### config.mk
export PLATFORM = sky130hd
export DESIGN_NAME = branch_target_unit_flat
export DESIGN_NICKNAME = d
export VERILOG_FILES = /design/src/rtl/branch_target_unit_if.sv /design/src/rtl/branch_target_unit.sv /design/src/flat_wrapper.sv
export SDC_FILE = /design/constraint.sdc
export NUM_CORES = 2
export LEC_CHECK = 0
export ABC_AREA = 1
export ABC_CLOCK_PERIOD_IN_PS = 4300
export BUFFER_PORTS_ARGS = -buffer_cell sky130_fd_sc_hd__buf_4
export CAP_MARGIN = 10
export CORE_MARGIN = 2
export CORE_UTILIZATION = 30
export DETAILED_ROUTE_END_ITERATION = 10
export MAX_ROUTING_LAYER = met4
export PLACE_DENSITY = 0.54
export SLEW_MARGIN = 10
export SYNTH_ARGS = -nofsm -noshare
export SYNTH_HDL_FRONTEND = slang
export SYNTH_SLANG_ARGS = --single-unit
### constraint.sdc
create_clock -name clk -period 4.3 [get_ports clk]
set_clock_uncertainty 0.15 [all_clocks]
set_input_delay 0.215 -clock clk [delete_from_list [all_inputs] [get_ports clk]]
set_output_delay 0.215 -clock clk [all_outputs]
set_load 0.005 [all_outputs]
### src/rtl/branch_target_unit_if.sv
// rtl/branch_target_unit_if.sv - lookup/resolve bus between IF/EX and the branch target unit
// slave modport faces the branch target unit; master faces the pipeline (or a bench).
interface branch_target_unit_if #(
   parameter int ADDR_W = 32,
   parameter int CNT_W  = 16
) ();
   logic              lookup_valid;
   logic [ADDR_W-1:0] lookup_pc;
   logic              pred_valid;
   logic              pred_taken;
   logic [ADDR_W-1:0] pred_target;
   logic              resolve_valid;
   logic [ADDR_W-1:0] resolve_pc;
   logic [ADDR_W-1:0] resolve_imm;
   logic              resolve_taken;
   logic              resolve_pred_taken;
   logic [ADDR_W-1:0] resolve_pred_target;
   logic              target_valid;
   logic [ADDR_W-1:0] branch_target;
   logic              mispredict;
   logic [CNT_W-1:0]  mispredict_count;

   modport slave (
      input  lookup_valid, lookup_pc,
      output pred_valid, pred_taken, pred_target,
      input  resolve_valid, resolve_pc, resolve_imm, resolve_taken,
      input  resolve_pred_taken, resolve_pred_target,
      output target_valid, branch_target, mispredict, mispredict_count
   );

   modport master (
      output lookup_valid, lookup_pc,
      input  pred_valid, pred_taken, pred_target,
      output resolve_valid, resolve_pc, resolve_imm, resolve_taken,
      output resolve_pred_taken, resolve_pred_target,
      input  target_valid, branch_target, mispredict, mispredict_count
   );
endinterface

### src/rtl/branch_target_unit.sv
// rtl/branch_target_unit.sv - direct-mapped BTB with 2-bit counters and registered branch target adder
// Lookup reads the table combinationally and registers the result, so a same-cycle update is not seen.
module branch_target_unit #(
   parameter int ADDR_W  = 32,
   parameter int SHIFT   = 2,
   parameter int DEPTH   = 16,
   parameter int IDX_LSB = 2,
   parameter int CNT_W   = 16
) (
   input  logic                  clk,
   input  logic                  reset,
   branch_target_unit_if.slave   bus
);
   localparam int IDX_W = $clog2(DEPTH);
   localparam int TAG_W = ADDR_W - IDX_LSB - IDX_W;
   localparam logic [ADDR_W-1:0] STEP = ADDR_W'(1) << SHIFT;

   logic              valid_q  [DEPTH];
   logic [TAG_W-1:0]  tag_q    [DEPTH];
   logic [ADDR_W-1:0] target_q [DEPTH];
   logic [1:0]        ctr_q    [DEPTH];

   logic [IDX_W-1:0]  l_idx;
   logic [TAG_W-1:0]  l_tag;
   logic              l_taken;
   logic [ADDR_W-1:0] l_target;

   logic [IDX_W-1:0]  r_idx;
   logic [TAG_W-1:0]  r_tag;
   logic              r_hit;
   logic [ADDR_W-1:0] r_target;
   logic              r_mis;

   always_comb begin
      l_idx    = bus.lookup_pc[IDX_LSB +: IDX_W];
      l_tag    = bus.lookup_pc[ADDR_W-1 -: TAG_W];
      l_taken  = valid_q[l_idx] && (tag_q[l_idx] == l_tag) && ctr_q[l_idx][1];
      l_target = l_taken ? target_q[l_idx] : bus.lookup_pc + STEP;
   end

   always_comb begin
      r_idx    = bus.resolve_pc[IDX_LSB +: IDX_W];
      r_tag    = bus.resolve_pc[ADDR_W-1 -: TAG_W];
      r_hit    = valid_q[r_idx] && (tag_q[r_idx] == r_tag);
      r_target = bus.resolve_pc + (bus.resolve_imm << SHIFT);
      r_mis    = (bus.resolve_taken != bus.resolve_pred_taken) ||
                 (bus.resolve_taken && (bus.resolve_pred_target != r_target));
   end

   always_ff @(posedge clk) begin
      if (reset) begin
         for (int i = 0; i < DEPTH; i++) begin
            valid_q[i]  <= 1'b0;
            tag_q[i]    <= '0;
            target_q[i] <= '0;
            ctr_q[i]    <= 2'b01;
         end
         bus.pred_valid       <= 1'b0;
         bus.pred_taken       <= 1'b0;
         bus.pred_target      <= '0;
         bus.target_valid     <= 1'b0;
         bus.branch_target    <= '0;
         bus.mispredict       <= 1'b0;
         bus.mispredict_count <= '0;
      end else begin
         bus.pred_valid <= bus.lookup_valid;
         if (bus.lookup_valid) begin
            bus.pred_taken  <= l_taken;
            bus.pred_target <= l_target;
         end

         bus.target_valid <= bus.resolve_valid;
         bus.mispredict   <= bus.resolve_valid && r_mis;
         if (bus.resolve_valid) begin
            bus.branch_target <= r_target;
            if (r_mis && (bus.mispredict_count != {CNT_W{1'b1}}))
               bus.mispredict_count <= bus.mispredict_count + 1'b1;

            if (r_hit) begin
               if (bus.resolve_taken) begin
                  target_q[r_idx] <= r_target;
                  if (ctr_q[r_idx] != 2'b11)
                     ctr_q[r_idx] <= ctr_q[r_idx] + 2'b01;
               end else if (ctr_q[r_idx] != 2'b00) begin
                  ctr_q[r_idx] <= ctr_q[r_idx] - 2'b01;
               end
            end else if (bus.resolve_taken) begin
               // Allocation starts weakly taken so the very next lookup predicts taken.
               valid_q[r_idx]  <= 1'b1;
               tag_q[r_idx]    <= r_tag;
               target_q[r_idx] <= r_target;
               ctr_q[r_idx]    <= 2'b10;
            end
         end
      end
   end
endmodule

### src/flat_wrapper.sv
// flat-port wrapper written by rule: the top's interface ports become plain ports
module branch_target_unit_flat 
#(
   parameter int ADDR_W  = 32,
   parameter int SHIFT   = 2,
   parameter int DEPTH   = 16,
   parameter int IDX_LSB = 2,
   parameter int CNT_W   = 16
)
  (clk, reset, bus_lookup_valid, bus_lookup_pc, bus_pred_valid, bus_pred_taken, bus_pred_target, bus_resolve_valid, bus_resolve_pc, bus_resolve_imm, bus_resolve_taken, bus_resolve_pred_taken, bus_resolve_pred_target, bus_target_valid, bus_branch_target, bus_mispredict, bus_mispredict_count);
  branch_target_unit_if #(.ADDR_W(ADDR_W), .CNT_W(CNT_W)) bus_i ();
  input  logic clk;
  input  logic reset;
  input wire logic [$bits(bus_i.lookup_valid)-1:0] bus_lookup_valid;
  input wire logic [$bits(bus_i.lookup_pc)-1:0] bus_lookup_pc;
  output wire logic [$bits(bus_i.pred_valid)-1:0] bus_pred_valid;
  output wire logic [$bits(bus_i.pred_taken)-1:0] bus_pred_taken;
  output wire logic [$bits(bus_i.pred_target)-1:0] bus_pred_target;
  input wire logic [$bits(bus_i.resolve_valid)-1:0] bus_resolve_valid;
  input wire logic [$bits(bus_i.resolve_pc)-1:0] bus_resolve_pc;
  input wire logic [$bits(bus_i.resolve_imm)-1:0] bus_resolve_imm;
  input wire logic [$bits(bus_i.resolve_taken)-1:0] bus_resolve_taken;
  input wire logic [$bits(bus_i.resolve_pred_taken)-1:0] bus_resolve_pred_taken;
  input wire logic [$bits(bus_i.resolve_pred_target)-1:0] bus_resolve_pred_target;
  output wire logic [$bits(bus_i.target_valid)-1:0] bus_target_valid;
  output wire logic [$bits(bus_i.branch_target)-1:0] bus_branch_target;
  output wire logic [$bits(bus_i.mispredict)-1:0] bus_mispredict;
  output wire logic [$bits(bus_i.mispredict_count)-1:0] bus_mispredict_count;
  assign bus_i.lookup_valid = bus_lookup_valid;
  assign bus_i.lookup_pc = bus_lookup_pc;
  assign bus_pred_valid = bus_i.pred_valid;
  assign bus_pred_taken = bus_i.pred_taken;
  assign bus_pred_target = bus_i.pred_target;
  assign bus_i.resolve_valid = bus_resolve_valid;
  assign bus_i.resolve_pc = bus_resolve_pc;
  assign bus_i.resolve_imm = bus_resolve_imm;
  assign bus_i.resolve_taken = bus_resolve_taken;
  assign bus_i.resolve_pred_taken = bus_resolve_pred_taken;
  assign bus_i.resolve_pred_target = bus_resolve_pred_target;
  assign bus_target_valid = bus_i.target_valid;
  assign bus_branch_target = bus_i.branch_target;
  assign bus_mispredict = bus_i.mispredict;
  assign bus_mispredict_count = bus_i.mispredict_count;
  branch_target_unit #(.ADDR_W(ADDR_W), .SHIFT(SHIFT), .DEPTH(DEPTH), .IDX_LSB(IDX_LSB), .CNT_W(CNT_W)) u_core (.clk(clk), .reset(reset), .bus(bus_i));
endmodule
==> results.env <==
GLOBALPLACE.CONGESTION=0.935
DRT_PASS1_ITERATIONS=6
DP_HPWL_MM=147
PLACEMENT.IO_BUFFERS=215
SYNTHESIS.AREA_PER_INSTANCE_UM2=8.49
YS_TOP_CELLS_BY_AREA='sky130_fd_sc_hd__edfxtp_1 (52%), sky130_fd_sc_hd__nand2_1 (11%), sky130_fd_sc_hd__nor2_1 (9.7%)'
CRITICAL_PATH_ARRIVAL_PS=4480
GRT_MAX_DEGREE=128
LAYOUT.FILLER_CELLS=18800
HOLD_PATH_CLASS='in -> reg'
GRT_OVERFLOW=0
VIAS=49200
NUMCTSBUFFERS=110
SYNTH_NETS=6679
H-TREE-DEPTH=3
GRT_PASS1_WL_MM=322
CRITICAL-PATH-SLOWEST-CELL='sky130_fd_sc_hd__dlygate4sd3_1'
SEQUENTIALPOWERSHARE_PCT=47.1
VDD_DROP_MAX_uV=339
SYNTH-SEQ-AREA-SHARE_PCT=55.7
CP_SLOWEST_STAGE_DELAY_PS=560
WORST_SETUP_PATH_END_KIND='flop'
HOLD_START='bus_lookup_pc[24]'
VIAS_IN_THE_FIRST_GLOBAL_ROUTE=45500
TRITONCTS='done'
YOSYSTOPAREACELLSHARE_PCT=52.1
MIN_DELAY_WORST_ENDPOINT='u_core.bus.pred_target[28]'
SYNTHESIS.AREA_UM2=55300
CLKPWRFRAC_PCT=37.4
P_LEAK_nW=26.2
TIMING.FINAL.MAX_SLEW_VIOLATIONS=0
CTS_BUFFER_DEPTH=3
WIRE_PER_INST_UM=24.4
RR_STARTPOINT='u_core.tag_q[5][10]'
LAYOUT-AREA-OVERHEAD-VS-SYNTH_PCT=18.3
SYN_INST=6513
INITIAL_UTILIZATION_PCT=30.2
PATH_MAX_FANOUT=4
IO-PIN-COUNT=218
SYNTH_LARGEST_AREA_CELL='sky130_fd_sc_hd__edfxtp_1'
YS_DOMINANT_REG_CELL='sky130_fd_sc_hd__edfxtp_1'
GRTUSAGETOTAL_PCT=24.3
P_SWITCHING_W=0.00735
INTERNAL_POWER_W=0.0180
CTS-ROOT-BUF='sky130_fd_sc_hd__clkbuf_16'
WORST-SLEW-PIN-TRANSITION_PS=1070
TNS_PS=0
SYNTH_ENABLE_FLOP_CELLS=960
SYNTH_CELL_TYPE_COUNT=50
YS_WARN_COUNT=0
CLKSLEWWORSTSETUPHOLDPATHS_PS=70
FINAL_CELL_MIX='sky130_fd_sc_hd__nand2_1 (1550), sky130_fd_sc_hd__nor2_1 (1428), sky130_fd_sc_hd__edfxtp_1 (960)'
HOLD_VIOL_FINAL=0
P_SW_SHARE_PCT=29.0
DIE-HEIGHT_UM=433
RSZ0062_AT_GRT='false'
TIMING.CRITICAL_PATH.MODE_CELL='sky130_fd_sc_hd__nand2_1'
LAYOUT.NETS=6902
NUMBER_OF_ANTENNA_VIOLATIONS_AT_THE_FIRST_CHECK_IN_GLOBAL_ROUTING=8
POWER_W=0.0254
ANTENNA_VIOL_NETS_FINAL=0
COMBINATIONALPOWERSHARE_PCT=15.5
CLOCK_LATENCY_PS=770
WORSTPATHREQUIRED_PS=4820
PLACEMENT_ROWS=157
MAX_FREQ_MHz=252
NUMCLOCKSINKS=1060
HOLD_PATH_DEPTH=8
PLACEABLECOREAREA_UM2=183000
MAX_SLEW_MARGIN_PCT=28.7
COMMONEST_NON_FILL_NON_TAP_CELL_IN_THE_LAYOUT='sky130_fd_sc_hd__nand2_1'
DETAIL_ROUTE.ITER0.VIOLATIONS=5906
R2R_SETUP_SLACK_PS=340
FINAL_CRITICAL_PATH_SHARE_OF_THE_CLOCK_PERIOD_PCT=92.1
DRT-VIAS-PER-INSTANCE=5.29
POST-ROUTE-DRC-COUNT=0
FINALSETUPVIOLATIONS=0
CRIT-REG2REG-CAPTURE='u_core.bus.pred_target[1]'
YS_FF_LATCH=1060
POSTROUTEWIRELENGTH_MM=227
R2R_CELLS=18
ASYNC_SET_RESET_FLOP_SHARE_OUT_OF_SYNTHESIS_PCT=0
STATUS='complete, no violations'
CAP_VIOLATIONS=0
POWER_PER_CELL_AREA_nW_PER_UM2=388
STARTPOINT_TYPE='flop'
PATH_CELLS='o21ai_0, o211ai_1, nand3_1, nand2_1, nand2_1, nand2_1, nand3_1, nor2_1, nand2_1, nor2_1, nand2_1, buf_4, nand3_1, dlygate4sd3_1, nand2_1, dlygate4sd3_1, nand2_1, nand2_1'
DRIVE_GT1_SHARE_PCT=10.5
DESIGN.DIE.AREA_UM2=188000
MIN_PERIOD_PS=3960
DIEWIDTH_UM=433
SETUP.WORST_PATH.CLASS='reg -> reg'
## per-stage QoR
step,hold slack [ps],instances,setup WS (ps),area [um2],utilization [%]
final,28.1,9301,338,65400,35.7
after floorplan,276,6513,1000,55300,-
after detailed placement,290,9018,131,61200,33.4
after global routing,57.0,9298,122,65400,35.7
after global placement,291,9018,150,61200,33.4
after CTS,5.27,9292,276,65400,35.7
## synth_stat cells (36+ instances only)
cell	n
sky130_fd_sc_hd__nand2_1	1582
sky130_fd_sc_hd__nor2_1	1434
sky130_fd_sc_hd__edfxtp_1	960
sky130_fd_sc_hd__inv_1	398
sky130_fd_sc_hd__o21ai_0	381
sky130_fd_sc_hd__nand3_1	319
sky130_fd_sc_hd__clkbuf_1	279
sky130_fd_sc_hd__a21oi_1	246
sky130_fd_sc_hd__o211ai_1	134
sky130_fd_sc_hd__dfxtp_1	100
sky130_fd_sc_hd__buf_2	93
sky130_fd_sc_hd__o221ai_1	91
sky130_fd_sc_hd__nand4_1	55
sky130_fd_sc_hd__a31oi_1	40
sky130_fd_sc_hd__o22ai_1	40
sky130_fd_sc_hd__xor2_1	37
sky130_fd_sc_hd__clkinv_1	36
## critical path, delay by kind of cell (launching register included)
| family | cells | cell delay [ps] |
|---|---|---|
| DFF | 1 | 380 |
| AOI/OAI and AO/OA | 2 | 350 |
| buffers and inverters | 3 | 1300 |
| and+or+nand+nor | 13 | 1690 |
## flip-flops by register name (all words and copies together), names as in the netlist
signal	cells
u_core.bus.pred_target	32
u_core.bus.pred_taken	1
u_core.bus.target_valid	1
u_core.bus.pred_valid	1
u_core.ctr_q	32
u_core.bus.mispredict_count	16
u_core.bus.mispredict	1
u_core.bus.branch_target	32
u_core.tag_q	416
u_core.target_q	512
u_core.valid_q	16
## cell type report
class                   count  area [um2]  share of cell area (%)
diodes                      9        22.5                  0.0344
repair buffers            551        5380                    8.23
flip-flops and latches   1060       30800                    47.1
inverters                 440        1670                    2.56
multi-input cells        4573       20900                    32.0
well taps                2464        3080                    4.71
clock buffers             147        2940                    4.49
clock inverters            57         546                   0.834
## power groups by stage
stage	Clock, W	Combinational [W]	Sequential, W
after floorplan	0	0.00205	0.0121
after global placement	0	0.00380	0.0122
after detailed placement	0	0.00382	0.0122
after CTS	0.00958	0.00389	0.0120
after global routing	0.00996	0.00422	0.0120
final	0.00950	0.00392	0.0120
## how the worst max path moves through the flow
| stage | from | to | slack [ps] |
|---|---|---|---|
| 6_report | u_core.tag_q[5][10] | u_core.bus.pred_target[1] | 340 |
| 5_1_grt | u_core.tag_q[5][10] | u_core.bus.pred_target[1] | 120 |
| 4_1_cts | u_core.tag_q[3][14] | u_core.bus.pred_target[1] | 280 |
| 3_5_place_dp | bus_resolve_pc[2] | u_core.tag_q[2][10] | 130 |
| 3_3_place_gp | bus_resolve_pc[2] | u_core.tag_q[2][10] | 150 |
| 2_1_floorplan | bus_resolve_pc[3] | u_core.tag_q[2][0] | 1000 |
## logic make-up (layout without fill, tap and decap cells)
family / after synthesis / after routing / synth area share, %
adders and majority gates: 32 / 32 / 0.738
other: 0 / 9 / 0
DFF: 1060 / 1060 / 55.7
and+or+nand+nor: 3491 / 3491 / 25.4
AOI/OAI and AO/OA: 1001 / 1001 / 10.7
buffers and inverters: 880 / 1195 / 6.63
xor gates and xnor gates: 49 / 49 / 0.815
## repair_timing
action,CTS,global route
hold endpoints to repair,493,0
gates resized for setup,0,1
setup buffers,0,0
hold buffers,70,0
endpoints found under the setup margin,0,1
## metal layers
layer / vias to the layer above / global-route usage, % / share of wire, %
met5: - / - / 0
met4: 0 / 9.09 / 4.2
met3: 433 / 3.75 / 8.7
met2: 2572 / 37.5 / 46
met1: 23900 / 32.3 / 42
li1: 22300 / - / -
Power figures use the tool's default switching activity.
